--- config.mk ---
export PLATFORM = sky130hd
export DESIGN_NAME = rdm_gearbox
export DESIGN_NICKNAME = d
export VERILOG_FILES = /design/src/rtl/sampler_pkg.sv /design/src/rtl/rdm_fifo.sv /design/src/rtl/rdm_gearbox.sv
export SDC_FILE = /design/constraint.sdc
export NUM_CORES = 1
export LEC_CHECK = 0
export ABC_AREA = 1
export BUFFER_PORTS_ARGS = -buffer_cell sky130_fd_sc_hd__buf_2
export CAP_MARGIN = 20
export CORE_ASPECT_RATIO = 2
export CORE_MARGIN = 2
export CORE_UTILIZATION = 25
export CTS_BUF_LIST = sky130_fd_sc_hd__clkbuf_8
export CTS_CLUSTER_DIAMETER = 150
export CTS_CLUSTER_SIZE = 8
export DETAILED_ROUTE_END_ITERATION = 10
export PLACE_DENSITY = 0.48
export SETUP_SLACK_MARGIN = 0.1
export SLEW_MARGIN = 25
export SYNTH_ARGS = -nofsm -noshare
export SYNTH_HDL_FRONTEND = slang
export SYNTH_HIERARCHICAL = 1
export SYNTH_SLANG_ARGS = --single-unit
--- constraint.sdc ---
create_clock -name clk -period 15.2 [get_ports clk]
set_input_delay 0 -clock clk [delete_from_list [all_inputs] [get_ports clk]]
set_output_delay 0 -clock clk [all_outputs]
set_load 0.01 [all_outputs]
--- src/rtl/sampler_pkg.sv ---
// Shared widths and depths for the base-sampler randomness path.
// IN_W       : PRNG beat width
// RDM_W      : word width served to the base sampler
// ACC_W      : gearbox accumulator width (must exceed RDM_W-1 + IN_W)
// FIFO_DEPTH : buffered RDM_W words
// CNT_W      : width of the accumulator bit count (0..ACC_W-1)
// LVL_W      : width of the FIFO occupancy (0..FIFO_DEPTH)
package sampler_pkg;

  localparam int unsigned IN_W       = 64;
  localparam int unsigned RDM_W      = 144;
  localparam int unsigned ACC_W      = 208;
  localparam int unsigned FIFO_DEPTH = 2;
  localparam int unsigned CNT_W      = 8;
  localparam int unsigned LVL_W      = $clog2(FIFO_DEPTH + 1);

endpackage

--- src/rtl/rdm_fifo.sv ---
// Small circular buffer of random words between the gearbox and the consumer.
// Ports:
//   clk, rst  : clock, synchronous active-high reset (pointers and level only)
//   push      : write push_data at the tail (caller guarantees not full)
//   push_data : word to store
//   pop       : drop the head entry (caller guarantees not empty)
//   level     : number of stored entries
//   head      : oldest stored entry
module rdm_fifo #(
  parameter int unsigned Width = 144,
  parameter int unsigned Depth = 2,
  localparam int unsigned PtrW = (Depth > 1) ? $clog2(Depth) : 1,
  localparam int unsigned LvlW = $clog2(Depth + 1)
) (
  input  logic            clk,
  input  logic            rst,
  input  logic            push,
  input  logic [Width-1:0] push_data,
  input  logic            pop,
  output logic [LvlW-1:0] level,
  output logic [Width-1:0] head
);

  logic [Width-1:0] mem_q [Depth];
  logic [PtrW-1:0]  wr_ptr_q;
  logic [PtrW-1:0]  rd_ptr_q;
  logic [LvlW-1:0]  level_q;

  function automatic logic [PtrW-1:0] ptr_inc(input logic [PtrW-1:0] p);
    return (p == PtrW'(Depth - 1)) ? '0 : p + PtrW'(1);
  endfunction

  always_ff @(posedge clk) begin
    if (rst) begin
      wr_ptr_q <= '0;
      rd_ptr_q <= '0;
      level_q  <= '0;
    end else begin
      if (push) wr_ptr_q <= ptr_inc(wr_ptr_q);
      if (pop)  rd_ptr_q <= ptr_inc(rd_ptr_q);
      unique case ({push, pop})
        2'b10:   level_q <= level_q + LvlW'(1);
        2'b01:   level_q <= level_q - LvlW'(1);
        default: level_q <= level_q;
      endcase
    end
  end

  // Storage carries no reset; the level gates what is visible.
  always_ff @(posedge clk) begin
    if (push) mem_q[wr_ptr_q] <= push_data;
  end

  assign level = level_q;
  assign head  = mem_q[rd_ptr_q];

endmodule

--- src/rtl/rdm_gearbox.sv ---
// Repacks 64-bit PRNG beats into 144-bit words for the base sampler, MSB first,
// with a two-entry word buffer and a registered output word.
// Ports:
//   clk, rst  : clock, synchronous active-high reset
//   in_data   : PRNG beat, in_valid qualifies it, in_ready accepts it
//   rdm_req   : one-cycle request; rdm144 is loaded at the end of that cycle
//   rdm144    : served word, held until the next successful request
//   rdm_avail : at least one word buffered
//   level     : buffered words (0..2)
//   underflow : sticky, a request found the buffer empty
module rdm_gearbox
  import sampler_pkg::*;
(
  input  logic             clk,
  input  logic             rst,
  input  logic [IN_W-1:0]  in_data,
  input  logic             in_valid,
  output logic             in_ready,
  input  logic             rdm_req,
  output logic [RDM_W-1:0] rdm144,
  output logic             rdm_avail,
  output logic [LVL_W-1:0] level,
  output logic             underflow
);

  // Oldest bit sits at acc_q[ACC_W-1]; valid bits are the top acc_cnt_q bits.
  logic [ACC_W-1:0] acc_q, acc_d, acc_base;
  logic [CNT_W-1:0] acc_cnt_q, acc_cnt_d, cnt_base;
  logic             extract, accept, pop;
  logic [RDM_W-1:0] fifo_head;

  assign extract   = !rst && (acc_cnt_q >= CNT_W'(RDM_W)) && (level < LVL_W'(FIFO_DEPTH));
  assign in_ready  = !rst && ((acc_cnt_q <= CNT_W'(RDM_W - 1)) || extract);
  assign accept    = in_valid && in_ready;
  // No bypass: a word extracted this cycle is not poppable until the next.
  assign pop       = !rst && rdm_req && (level != '0);
  assign rdm_avail = (level != '0);

  always_comb begin
    acc_base = acc_q;
    cnt_base = acc_cnt_q;
    if (extract) begin
      acc_base = acc_q << RDM_W;
      cnt_base = acc_cnt_q - CNT_W'(RDM_W);
    end
    acc_d     = acc_base;
    acc_cnt_d = cnt_base;
    if (accept) begin
      // Land the new beat directly below the bits still held.
      acc_d     = acc_base | ({in_data, {(ACC_W - IN_W){1'b0}}} >> cnt_base);
      acc_cnt_d = cnt_base + CNT_W'(IN_W);
    end
  end

  always_ff @(posedge clk) begin
    if (rst) begin
      acc_q     <= '0;
      acc_cnt_q <= '0;
      rdm144    <= '0;
      underflow <= 1'b0;
    end else begin
      acc_q     <= acc_d;
      acc_cnt_q <= acc_cnt_d;
      if (pop) rdm144 <= fifo_head;
      if (rdm_req && (level == '0)) underflow <= 1'b1;
    end
  end

  rdm_fifo #(
    .Width (RDM_W),
    .Depth (FIFO_DEPTH)
  ) u_fifo (
    .clk       (clk),
    .rst       (rst),
    .push      (extract),
    .push_data (acc_q[ACC_W-1 -: RDM_W]),
    .pop       (pop),
    .level     (level),
    .head      (fifo_head)
  );

endmodule
==> metrics.yaml <==
run_status: "finished, final reports clean"
start_util_pct: 25.11
syn_to_final_growth_pct: 18.84
finalPower_mw: 3.280
htree_num_levels: 3
p_leak_nw: 11.21
syn_inst: 2685
hpwl_um: 64160
wire_per_inst_um: 21.72
rsz0062_at_grt: "no"
grt_usage_pct: 17.43
slew_violations: 0
vias: 20740
core_area_um2: 104500
cts_buffers: 91
clk_path_buf_depth: 3
dr.pass1.iters: 6
period_share_pct: 34.70
clk_pin_slew_worst_paths_ps: 70
grt_max_degree: 231
cp.arrival_ps: 5880
synth_cell_types: 34
drtIter0Drc: 1600
clock_latency_ps: 780
synth_fp_nets: 2756
die_h_um: 462.1
hold_class: "input port to register"
fmax_ghz: 0.1896
synth-seq-area-share_pct: 60.59
vdd_drop_max_mv: 0.05898
grt_overflow: 0
row_count: 168
skew_ps: 46.28
drive_gt1_share_pct: 17.03
whs_ps: 269.6
final_core_util_pct: 29.84
grt_pass1_vias: 20270
setup_tns_ps: 0
grt_pass1_wl_um: 136600
synth_seq_cells: 650
ios: 217
seqPwrFrac_pct: 56.8
p_per_area_nw_per_um2: 105.2
chipWidth_um: 233.1
wirelength_um: 95040
fillers: 11060
finalWorstSetupSlack_ps: 9926
dpl_worst_slack_ps: 9935
antenna_left: 0
critPathLaunchType: "input port"
netlist_area_um2: 26230
dieArea_um2: 107700
cts.sinks: 650
slew-limit-headroom_pct: 30.30
cp-end-kind: "register"
cp_max_fo: 131
setup_viol: 0
antenna_found_initial: 4
drc_errors: 0
critPathRequiredTime_ps: 15810
report.final.hold_viol_count: 0
yosys_warnings: 6
final_nets: 3018
numPortBuffers: 216
comb_power_share_pct: 5.1
worst-setup-path-type: "input port to register"
switching_share_pct: 25.34
root_buffer: "clkbuf_8"
p_sw_uw: 831.2
globalplace.congestion: 0.9158
cts_tree: "built"
fin_crit_ps: 5274
viasPerCell: 4.739
drv_cap: 0
cts-resized-gates: 0
p_int_mw: 2.449
clkPwrFrac_pct: 38.1
avgSynthCellArea_um2: 9.771
worst_pin_slew_ps: 1042
-- flip-flops by register name, summed over array words and instances (netlist names), named ones only --
register / count
u_fifo/mem_q: 288
acc_q: 208
rdm144: 144
acc_cnt_q: 4
u_fifo/level: 2
u_fifo/rd_ptr_q: 1
u_fifo/wr_ptr_q: 1
underflow: 1
-- metal layers --
metal | up-vias | wire length (µm) | track usage, %
met5 | - | 0 | 0
met4 | 0 | 7067 | 12.38
met3 | 187 | 4998 | 2.934
met2 | 738 | 44470 | 28.24
met1 | 10060 | 38500 | 20.84
li1 | 9747 | - | -
-- worst paths after layout --
kind                                                 to  slack, ps               startpoint  cells after the start
worst max-delay path                acc_q[8]$_SDFF_PP0_       9930                      rst                     15
worst min register to register    acc_q[156]$_SDFF_PP0_        440     acc_q[12]$_SDFF_PP0_                      2
worst min-delay path            rdm144[82]$_SDFFE_PP0P_        270                      rst                      3
worst max register to register      acc_q[8]$_SDFF_PP0_       9930  acc_cnt_q[4]$_SDFF_PP0_                     13
-- what timing repair did --
action	CTS	global route
buffers inserted	0	0
hold buffers	116	0
endpoints found under the hold margin	288	0
-- cells by family (layout without fill, tap and decap cells) --
family	count (synthesis)	after routing	share of synthesized area (%)
muxes	144	144	7.040
buffers and inverters	235	562	4.135
AOI/OAI and AO/OA	397	397	8.194
and+or+nand+nor	1255	1255	19.86
DFF	650	650	60.59
xor gates and xnor gates	1	1	0.03339
adders and majority gates	3	3	0.1431
other	0	3	0
-- metrics by stage --
| stage | cell area (µm²) | std cells |
|---|---|---|
| floorplan | 26230 | 2685 |
| global placement | 28390 | 4096 |
| detailed placement | 28400 | 4096 |
| CTS | 31110 | 4370 |
| global route | 31180 | 4375 |
| finish | 31180 | 4375 |
-- worst max-delay path: stages --
cell           delay (ps)
dlygate4sd3_1         570
buf_8                 250
inv_4                 570
nand2_2               120
nor2_4                230
nand2_8               530
o21ai_4              1050
buf_4                 830
nand3_1               200
nand2_1                90
dlygate4sd3_1         550
nand2_1                70
nand3_1                90
dlygate4sd3_1         560
a21oi_1                60
-- power by group through the flow --
stage,Clock [mW],Combinational (mW),Sequential [mW]
floorplan,0,0.0858,1.88
global placement,0,0.144,1.90
detailed placement,0,0.144,1.90
CTS,1.30,0.165,1.86
global route,1.36,0.179,1.86
finish,1.25,0.167,1.86
-- cell usage after synthesis, drive strengths merged --
library cell	instances	share of area [%]
a21oi	239	4.6
nand2	786	11
nor2	115	1.7
edfxtp	288	33
a31oi	64	1.5
buf	75	1.8
o21ai	67	1.3
ha	3	0.14
a22oi	26	0.74
nand4	1	0.024
clkbuf	114	1.6
dfxtp	362	28
nand3b	1	0.029
nand3	339	6.5
nor3	13	0.29
o21a	1	0.029
mux2	144	7.0
inv	46	0.67
xnor2	1	0.033
-- final cells by class --
type	count	area [µm²]	area share, %
Inverter	46	185.2	0.5939
Antenna cell	3	7.507	0.02408
Clock inverter	67	300.3	0.9632
Tap cell	1360	1702	5.458
Multi-Input combinational cell	1800	9331	29.93
Timing Repair Buffer	358	2500	8.018
Sequential cell	650	15900	51.00
Clock buffer	91	1252	4.017
-- cell usage in the layout, fill, tap and decap left out, types with 2 or more instances in the layout --
master         count
nand2_1          778
dfxtp_1          361
nand3_1          338
edfxtp_1         288
a21oi_1          239
buf_2            215
dlygate4sd3_1    116
nor2_1           108
inv_1             98
clkbuf_8          91
mux2_2            84
o21ai_0           64
a31oi_1           64
mux2_4            60
a22oi_1           26
buf_4             23
nor3_1            12
nor2_4             7
nand2_2            5
inv_2              4
diode_2            3
o21ai_4            3
ha_1               3
clkinvlp_4         3
nand2_4            2
clkinv_4           2
inv_6              2
inv_8              2
buf_16             2
No activity file was read; power rests on OpenSTA's default activity.
